[src/rtl/quadrature_generator_if.sv]
// Command/status bundle between the control register block and the quadrature generator.
interface quadrature_generator_if #(
    parameter int COUNT_WIDTH = 32,
    parameter int DIV_WIDTH   = 16
);
    logic                          Start;
    logic signed [COUNT_WIDTH-1:0] Steps;
    logic        [DIV_WIDTH-1:0]   Period;
    logic                          Stop;
    logic                          ChannelA;
    logic                          ChannelB;
    logic                          Busy;
    logic                          Done;
    logic signed [COUNT_WIDTH-1:0] Position;

    modport master (
        output Start, Steps, Period, Stop,
        input  ChannelA, ChannelB, Busy, Done, Position
    );
    modport slave (
        input  Start, Steps, Period, Stop,
        output ChannelA, ChannelB, Busy, Done, Position
    );
endinterface

[src/rtl/quadrature_generator.sv]
// Emits a signed number of quadrature edges at a programmable edge rate; A leads B when forward.
module quadrature_generator #(
    parameter int COUNT_WIDTH = 32,
    parameter int DIV_WIDTH   = 16
) (
    input  logic                   clk,
    input  logic                   reset,
    quadrature_generator_if.slave  bus
);
    localparam logic [COUNT_WIDTH-1:0] C_ONE = COUNT_WIDTH'(1);
    localparam logic [DIV_WIDTH-1:0]   D_ONE = DIV_WIDTH'(1);

    typedef enum logic {IDLE, RUN} state_t;

    state_t                 state_q, state_d;
    logic [1:0]             phase_q, phase_d;
    logic [1:0]             ab_q, ab_d;
    logic                   dir_q, dir_d;
    logic                   done_q, done_d;
    logic [COUNT_WIDTH-1:0] pos_q, pos_d;
    logic [COUNT_WIDTH-1:0] rem_q, rem_d;
    logic [DIV_WIDTH-1:0]   per_q, per_d;
    logic [DIV_WIDTH-1:0]   div_q, div_d;
    logic [COUNT_WIDTH-1:0] steps_u, steps_mag;
    logic [DIV_WIDTH-1:0]   per_in;

    // Gray mapping chosen so that (new A xor old B) is 1 for forward steps.
    function automatic logic [1:0] phase2ab(input logic [1:0] p);
        case (p)
            2'd0:    phase2ab = 2'b00;
            2'd1:    phase2ab = 2'b10;
            2'd2:    phase2ab = 2'b11;
            default: phase2ab = 2'b01;
        endcase
    endfunction

    // Magnitude is unsigned so the most negative Steps value is a legal count.
    assign steps_u   = bus.Steps;
    assign steps_mag = steps_u[COUNT_WIDTH-1] ? (~steps_u + C_ONE) : steps_u;
    assign per_in    = (bus.Period == '0) ? D_ONE : bus.Period;

    always_comb begin
        state_d = state_q;
        phase_d = phase_q;
        dir_d   = dir_q;
        done_d  = 1'b0;
        pos_d   = pos_q;
        rem_d   = rem_q;
        per_d   = per_q;
        div_d   = div_q;
        case (state_q)
            IDLE: begin
                if (bus.Start) begin
                    if (steps_u == '0) begin
                        done_d = 1'b1;
                    end else begin
                        dir_d   = steps_u[COUNT_WIDTH-1];
                        rem_d   = steps_mag;
                        per_d   = per_in;
                        div_d   = per_in - D_ONE;
                        state_d = RUN;
                    end
                end
            end
            default: begin
                if (bus.Stop) begin
                    state_d = IDLE;
                    done_d  = 1'b1;
                end else if (div_q != '0) begin
                    div_d = div_q - D_ONE;
                end else begin
                    phase_d = dir_q ? (phase_q - 2'd1) : (phase_q + 2'd1);
                    pos_d   = dir_q ? (pos_q - C_ONE) : (pos_q + C_ONE);
                    rem_d   = rem_q - C_ONE;
                    div_d   = per_q - D_ONE;
                    if (rem_q == C_ONE) begin
                        state_d = IDLE;
                        done_d  = 1'b1;
                    end
                end
            end
        endcase
        ab_d = phase2ab(phase_d);
    end

    always_ff @(posedge clk or negedge reset) begin
        if (!reset) begin
            state_q <= IDLE;
            phase_q <= 2'd0;
            ab_q    <= 2'b00;
            dir_q   <= 1'b0;
            done_q  <= 1'b0;
            pos_q   <= '0;
            rem_q   <= '0;
            per_q   <= D_ONE;
            div_q   <= '0;
        end else begin
            state_q <= state_d;
            phase_q <= phase_d;
            ab_q    <= ab_d;
            dir_q   <= dir_d;
            done_q  <= done_d;
            pos_q   <= pos_d;
            rem_q   <= rem_d;
            per_q   <= per_d;
            div_q   <= div_d;
        end
    end

    assign bus.ChannelA = ab_q[1];
    assign bus.ChannelB = ab_q[0];
    assign bus.Busy     = (state_q == RUN);
    assign bus.Done     = done_q;
    assign bus.Position = pos_q;
endmodule

[src/flat_wrapper.sv]
// flat-port wrapper written by rule: the top's interface ports become plain ports
module quadrature_generator_flat 
#(
    parameter int COUNT_WIDTH = 32,
    parameter int DIV_WIDTH   = 16
)
  (clk, reset, bus_Start, bus_Steps, bus_Period, bus_Stop, bus_ChannelA, bus_ChannelB, bus_Busy, bus_Done, bus_Position);
  quadrature_generator_if #(.COUNT_WIDTH(COUNT_WIDTH), .DIV_WIDTH(DIV_WIDTH)) bus_i ();
  input  logic clk;
  input  logic reset;
  input wire logic [$bits(bus_i.Start)-1:0] bus_Start;
  input wire logic [$bits(bus_i.Steps)-1:0] bus_Steps;
  input wire logic [$bits(bus_i.Period)-1:0] bus_Period;
  input wire logic [$bits(bus_i.Stop)-1:0] bus_Stop;
  output wire logic [$bits(bus_i.ChannelA)-1:0] bus_ChannelA;
  output wire logic [$bits(bus_i.ChannelB)-1:0] bus_ChannelB;
  output wire logic [$bits(bus_i.Busy)-1:0] bus_Busy;
  output wire logic [$bits(bus_i.Done)-1:0] bus_Done;
  output wire logic [$bits(bus_i.Position)-1:0] bus_Position;
  assign bus_i.Start = bus_Start;
  assign bus_i.Steps = bus_Steps;
  assign bus_i.Period = bus_Period;
  assign bus_i.Stop = bus_Stop;
  assign bus_ChannelA = bus_i.ChannelA;
  assign bus_ChannelB = bus_i.ChannelB;
  assign bus_Busy = bus_i.Busy;
  assign bus_Done = bus_i.Done;
  assign bus_Position = bus_i.Position;
  quadrature_generator #(.COUNT_WIDTH(COUNT_WIDTH), .DIV_WIDTH(DIV_WIDTH)) u_core (.clk(clk), .reset(reset), .bus(bus_i));
endmodule
[config.mk]
export PLATFORM = sky130hd
export DESIGN_NAME = quadrature_generator_flat
export DESIGN_NICKNAME = d
export VERILOG_FILES = /design/src/rtl/quadrature_generator_if.sv /design/src/rtl/quadrature_generator.sv /design/src/flat_wrapper.sv
export SDC_FILE = /design/constraint.sdc
export NUM_CORES = 1
export LEC_CHECK = 0
export BUFFER_PORTS_ARGS = -buffer_cell sky130_fd_sc_hd__clkbuf_2
export CORE_ASPECT_RATIO = 0.7
export CORE_MARGIN = 2
export CORE_UTILIZATION = 35
export CTS_BUF_LIST = sky130_fd_sc_hd__clkbuf_16
export DETAILED_ROUTE_END_ITERATION = 6
export GPL_ROUTABILITY_DRIVEN = 0
export RECOVER_POWER = 50
export SYNTH_ARGS = -nofsm -noshare
export SYNTH_HDL_FRONTEND = slang
export SYNTH_SLANG_ARGS = --single-unit
[constraint.sdc]
create_clock -name clk -period 3.9 [get_ports clk]
set_input_delay 0.39 -clock clk [delete_from_list [all_inputs] [get_ports clk]]
set_output_delay 0.39 -clock clk [all_outputs]
set_load 0.1 [all_outputs]
==> run metrics <==
outcome complete, but fails checks; violated checks capacitance limit, slew limit; TritonCTS clock tree built; post-synthesis cell type count 70; async set-reset flop share out of synthesis 1.00; Final Critical Period ~3.5 ns; Port-buffer cells 87; Switching Share 0.382; # DRC 0; Synth Area in XOR/XNOR 0.0855; die area between 0.02 and 0.025 mm²; first-pass GRT wire length around 33000 µm; Antenna Nets Post-Route 0; share of cells above drive strength 1 0.124; CP Max Fanout 15; post-layout util 0.405; critical path, cell by cell ha_1 -> a211oi_1 -> o21bai_1 -> o21ai_0 -> or4_1 -> a31oi_1 -> a311oi_1 -> o21bai_1 -> xnor2_1 -> o21ai_0; drt pass-1 iters 5; Chip Height between 100 and 150 µm; RSZ-0062 raised after global routing no; postcts setup bufs 0; Pleak roughly 3.6 nW; total track usage 0.183; clock sink count 103; fin cells about 1200; clock root cell clkbuf_16; Clock Power Share 0.252; IO Pins around 90; CTS Buf Count 9; mapped cell area 0.00737 mm²; Crit path largest cell delay approximately 0.6 ns; area share of and/or/nand/nor cells after synthesis 0.216; post-cts sizing count 0; Clock transition at path regs 0.07 ns; Avg Inst Size Synth 8.31 µm²; top_reg_cell synth dfrtp_1; Final Cycle Share 0.902; Seq/Total Area, Yosys 0.350; peak supply drop about 210 µV; Worst path slowest cell dfrtp_1; worst reg-to-reg setup slack ~0.38 ns; Final TNS setup 0 ns; Gate Count Post-Synth approximately 900; most common cell after layout, fill and taps aside nand2_1; CP arrival between 3 and 4 ns; Nets around 1000; Clk Latency, worst-skew pair 0.35 ns; worst-margin pin slew between 2 and 2.5 ns; clk buf depth 2; synth top area cells dfrtp_1 (35%), o21ai_0 (6.6%), nand2_1 (6.2%); H-tree depth 3; most frequent cells in the layout nand2_1 (121), dfrtp_1 (101), o21ai_0 (97), clkbuf_2 (68), a21oi_1 (65); CP required a little over 4 ns; CTS hold repair buffers 0; Max-slew headroom -0.607; detailed placement HPWL between 10000 and 15000 µm; synthesized flop and latch total 103; max-slew violations 51; Hold WC Path Type in2async; Area growth, synth to finish 13.6%; Switch Pwr between 1 and 1.5 mW; Setup violations, final 0; n_diodes 0; Reg power frac 0.430; vias after detailed routing about 6800; largest net degree at the start of global routing between 50 and 60; total wire length between 20000 and 25000 µm; Top delay family on crit path compound AO/OA/AOI/OAI gates; post-synth top area cell dfrtp_1; Post-Synth Adder-Cell Area 0.0638; Comb pwr share 0.318; total grt overflow 0; post-synthesis net count between 900 and 1000; Critical Path Sink Type register; Rows 44; Synth Area in Compound Gates 0.248; area share of the largest cell type after synthesis 0.346; DP Cell Count between 1000 and 1500; MaxCap Viol Count 1; Highest Clock Rate between 0.2 and 0.3 GHz; P_int approximately 2.3 mW; Setup Skew 0.00756 ns; mux share of post-synthesis cell area 0.00594; vias in the first global route 6183; drt wl/cell around 16 µm; largest family of logic cells by synthesized area compound AO/OA/AOI/OAI gates; CP startpoint kind register; Warnings, synthesis 0; Worst Setup Path Type reg2reg; fillers around 2200; EDFF count, synth 0; DIE WIDTH 177 µm; initial antenna violation count 0; Final Hold Vio Count 0; core area approximately 0.021 mm²; Crit path buffers/inverters 0; drt first-iter violations roughly 490; vias per std cell between 5 and 6; PD cells about 440 mW/mm²; initial core utilization 0.356
-- routing by layer --
layer,global-route usage,part of all wire,vias to the layer above
met1,0.298,0.55,3236
met4,0.0309,0.0063,0
met3,0.0344,0.049,10
li1,-,-,3410
met5,0,0,-
met2,0.249,0.40,157
-- cell usage after synthesis (all sizes together), types with 8 or more instances --
cell type and number:
nand2 122, dfrtp 102, o21ai 100, a21oi 66
nor2 58, nand3 42, xnor2 39, ha 36
xor2 33, clkbuf 27, a21o 22, o22ai 21
nor3 20, inv 15, nor4 15, a31oi 14
o31ai 14, buf 13, nor3b 12, o41ai 10
or3 9, or4 9, a211oi 8
-- cells by family after synthesis --
group,after synthesis
and+or+nand+nor,323
buffers and inverters,55
adders and majority gates,37
DFF,103
AOI/OAI and AO/OA,293
xor gates and xnor gates,72
muxes,4
-- layout make-up --
cell class                 count  area (µm²)  share of cell area
clock buffer                   9         225              0.0269
tap                          276         345              0.0412
clock inverter                 7        66.3             0.00792
timing repair buffer         102         531              0.0633
multi-input combinational    729        4570               0.546
sequential                   103        2580               0.308
inverter                      15        56.3             0.00672
-- sequential cells by signal, indices dropped and copies added (netlist names) --
| signal | flops |
|---|---|
| u_core.bus.Position | 32 |
| u_core.rem_q | 32 |
| u_core.div_q | 16 |
| u_core.per_q | 16 |
| u_core.ab_q | 2 |
| u_core.phase_q | 2 |
| u_core.bus.Busy | 1 |
| u_core.bus.Done | 1 |
| u_core.dir_q | 1 |
-- per-stage QoR --
stage | hold slack [ns] | worst slack [ns] | instance area [µm²] | total power, mW
global placement | 0.468 | 0.503 | 8120 | 2.72
CTS | 0.120 | 0.404 | 8410 | 3.67
finish | 0.0920 | 0.383 | 8370 | 3.65
detailed placement | 0.463 | 0.437 | 8120 | 2.74
global route | 0.157 | 0.0918 | 8370 | 3.92
floorplan | 0.0944 | 0.000274 | 7370 | 2.38
-- power by group through the flow --
stage | Sequential, mW | Combinational (mW) | Clock, mW
2_1_floorplan | 1.52 | 0.856 | 0
3_3_place_gp | 1.58 | 1.14 | 0
3_5_place_dp | 1.58 | 1.16 | 0
4_1_cts | 1.56 | 1.16 | 0.949
5_1_grt | 1.61 | 1.32 | 0.993
6_report | 1.57 | 1.16 | 0.920
-- path summary, 6_finish.rpt --
kind,start,endpoint,cells after the start
setup / recovery,u_core.dir_q,u_core.bus.Position[29],10
hold / removal,reset,u_core.per_q[3],1
setup reg to reg,u_core.dir_q,u_core.bus.Position[29],10
hold reg to reg,u_core.phase_q[1],u_core.phase_q[1],1
max in group asynchronous,reset,u_core.bus.Position[31],2
min in group clk,bus_Period[11],u_core.per_q[11],3
Power figures use the tool's default switching activity.
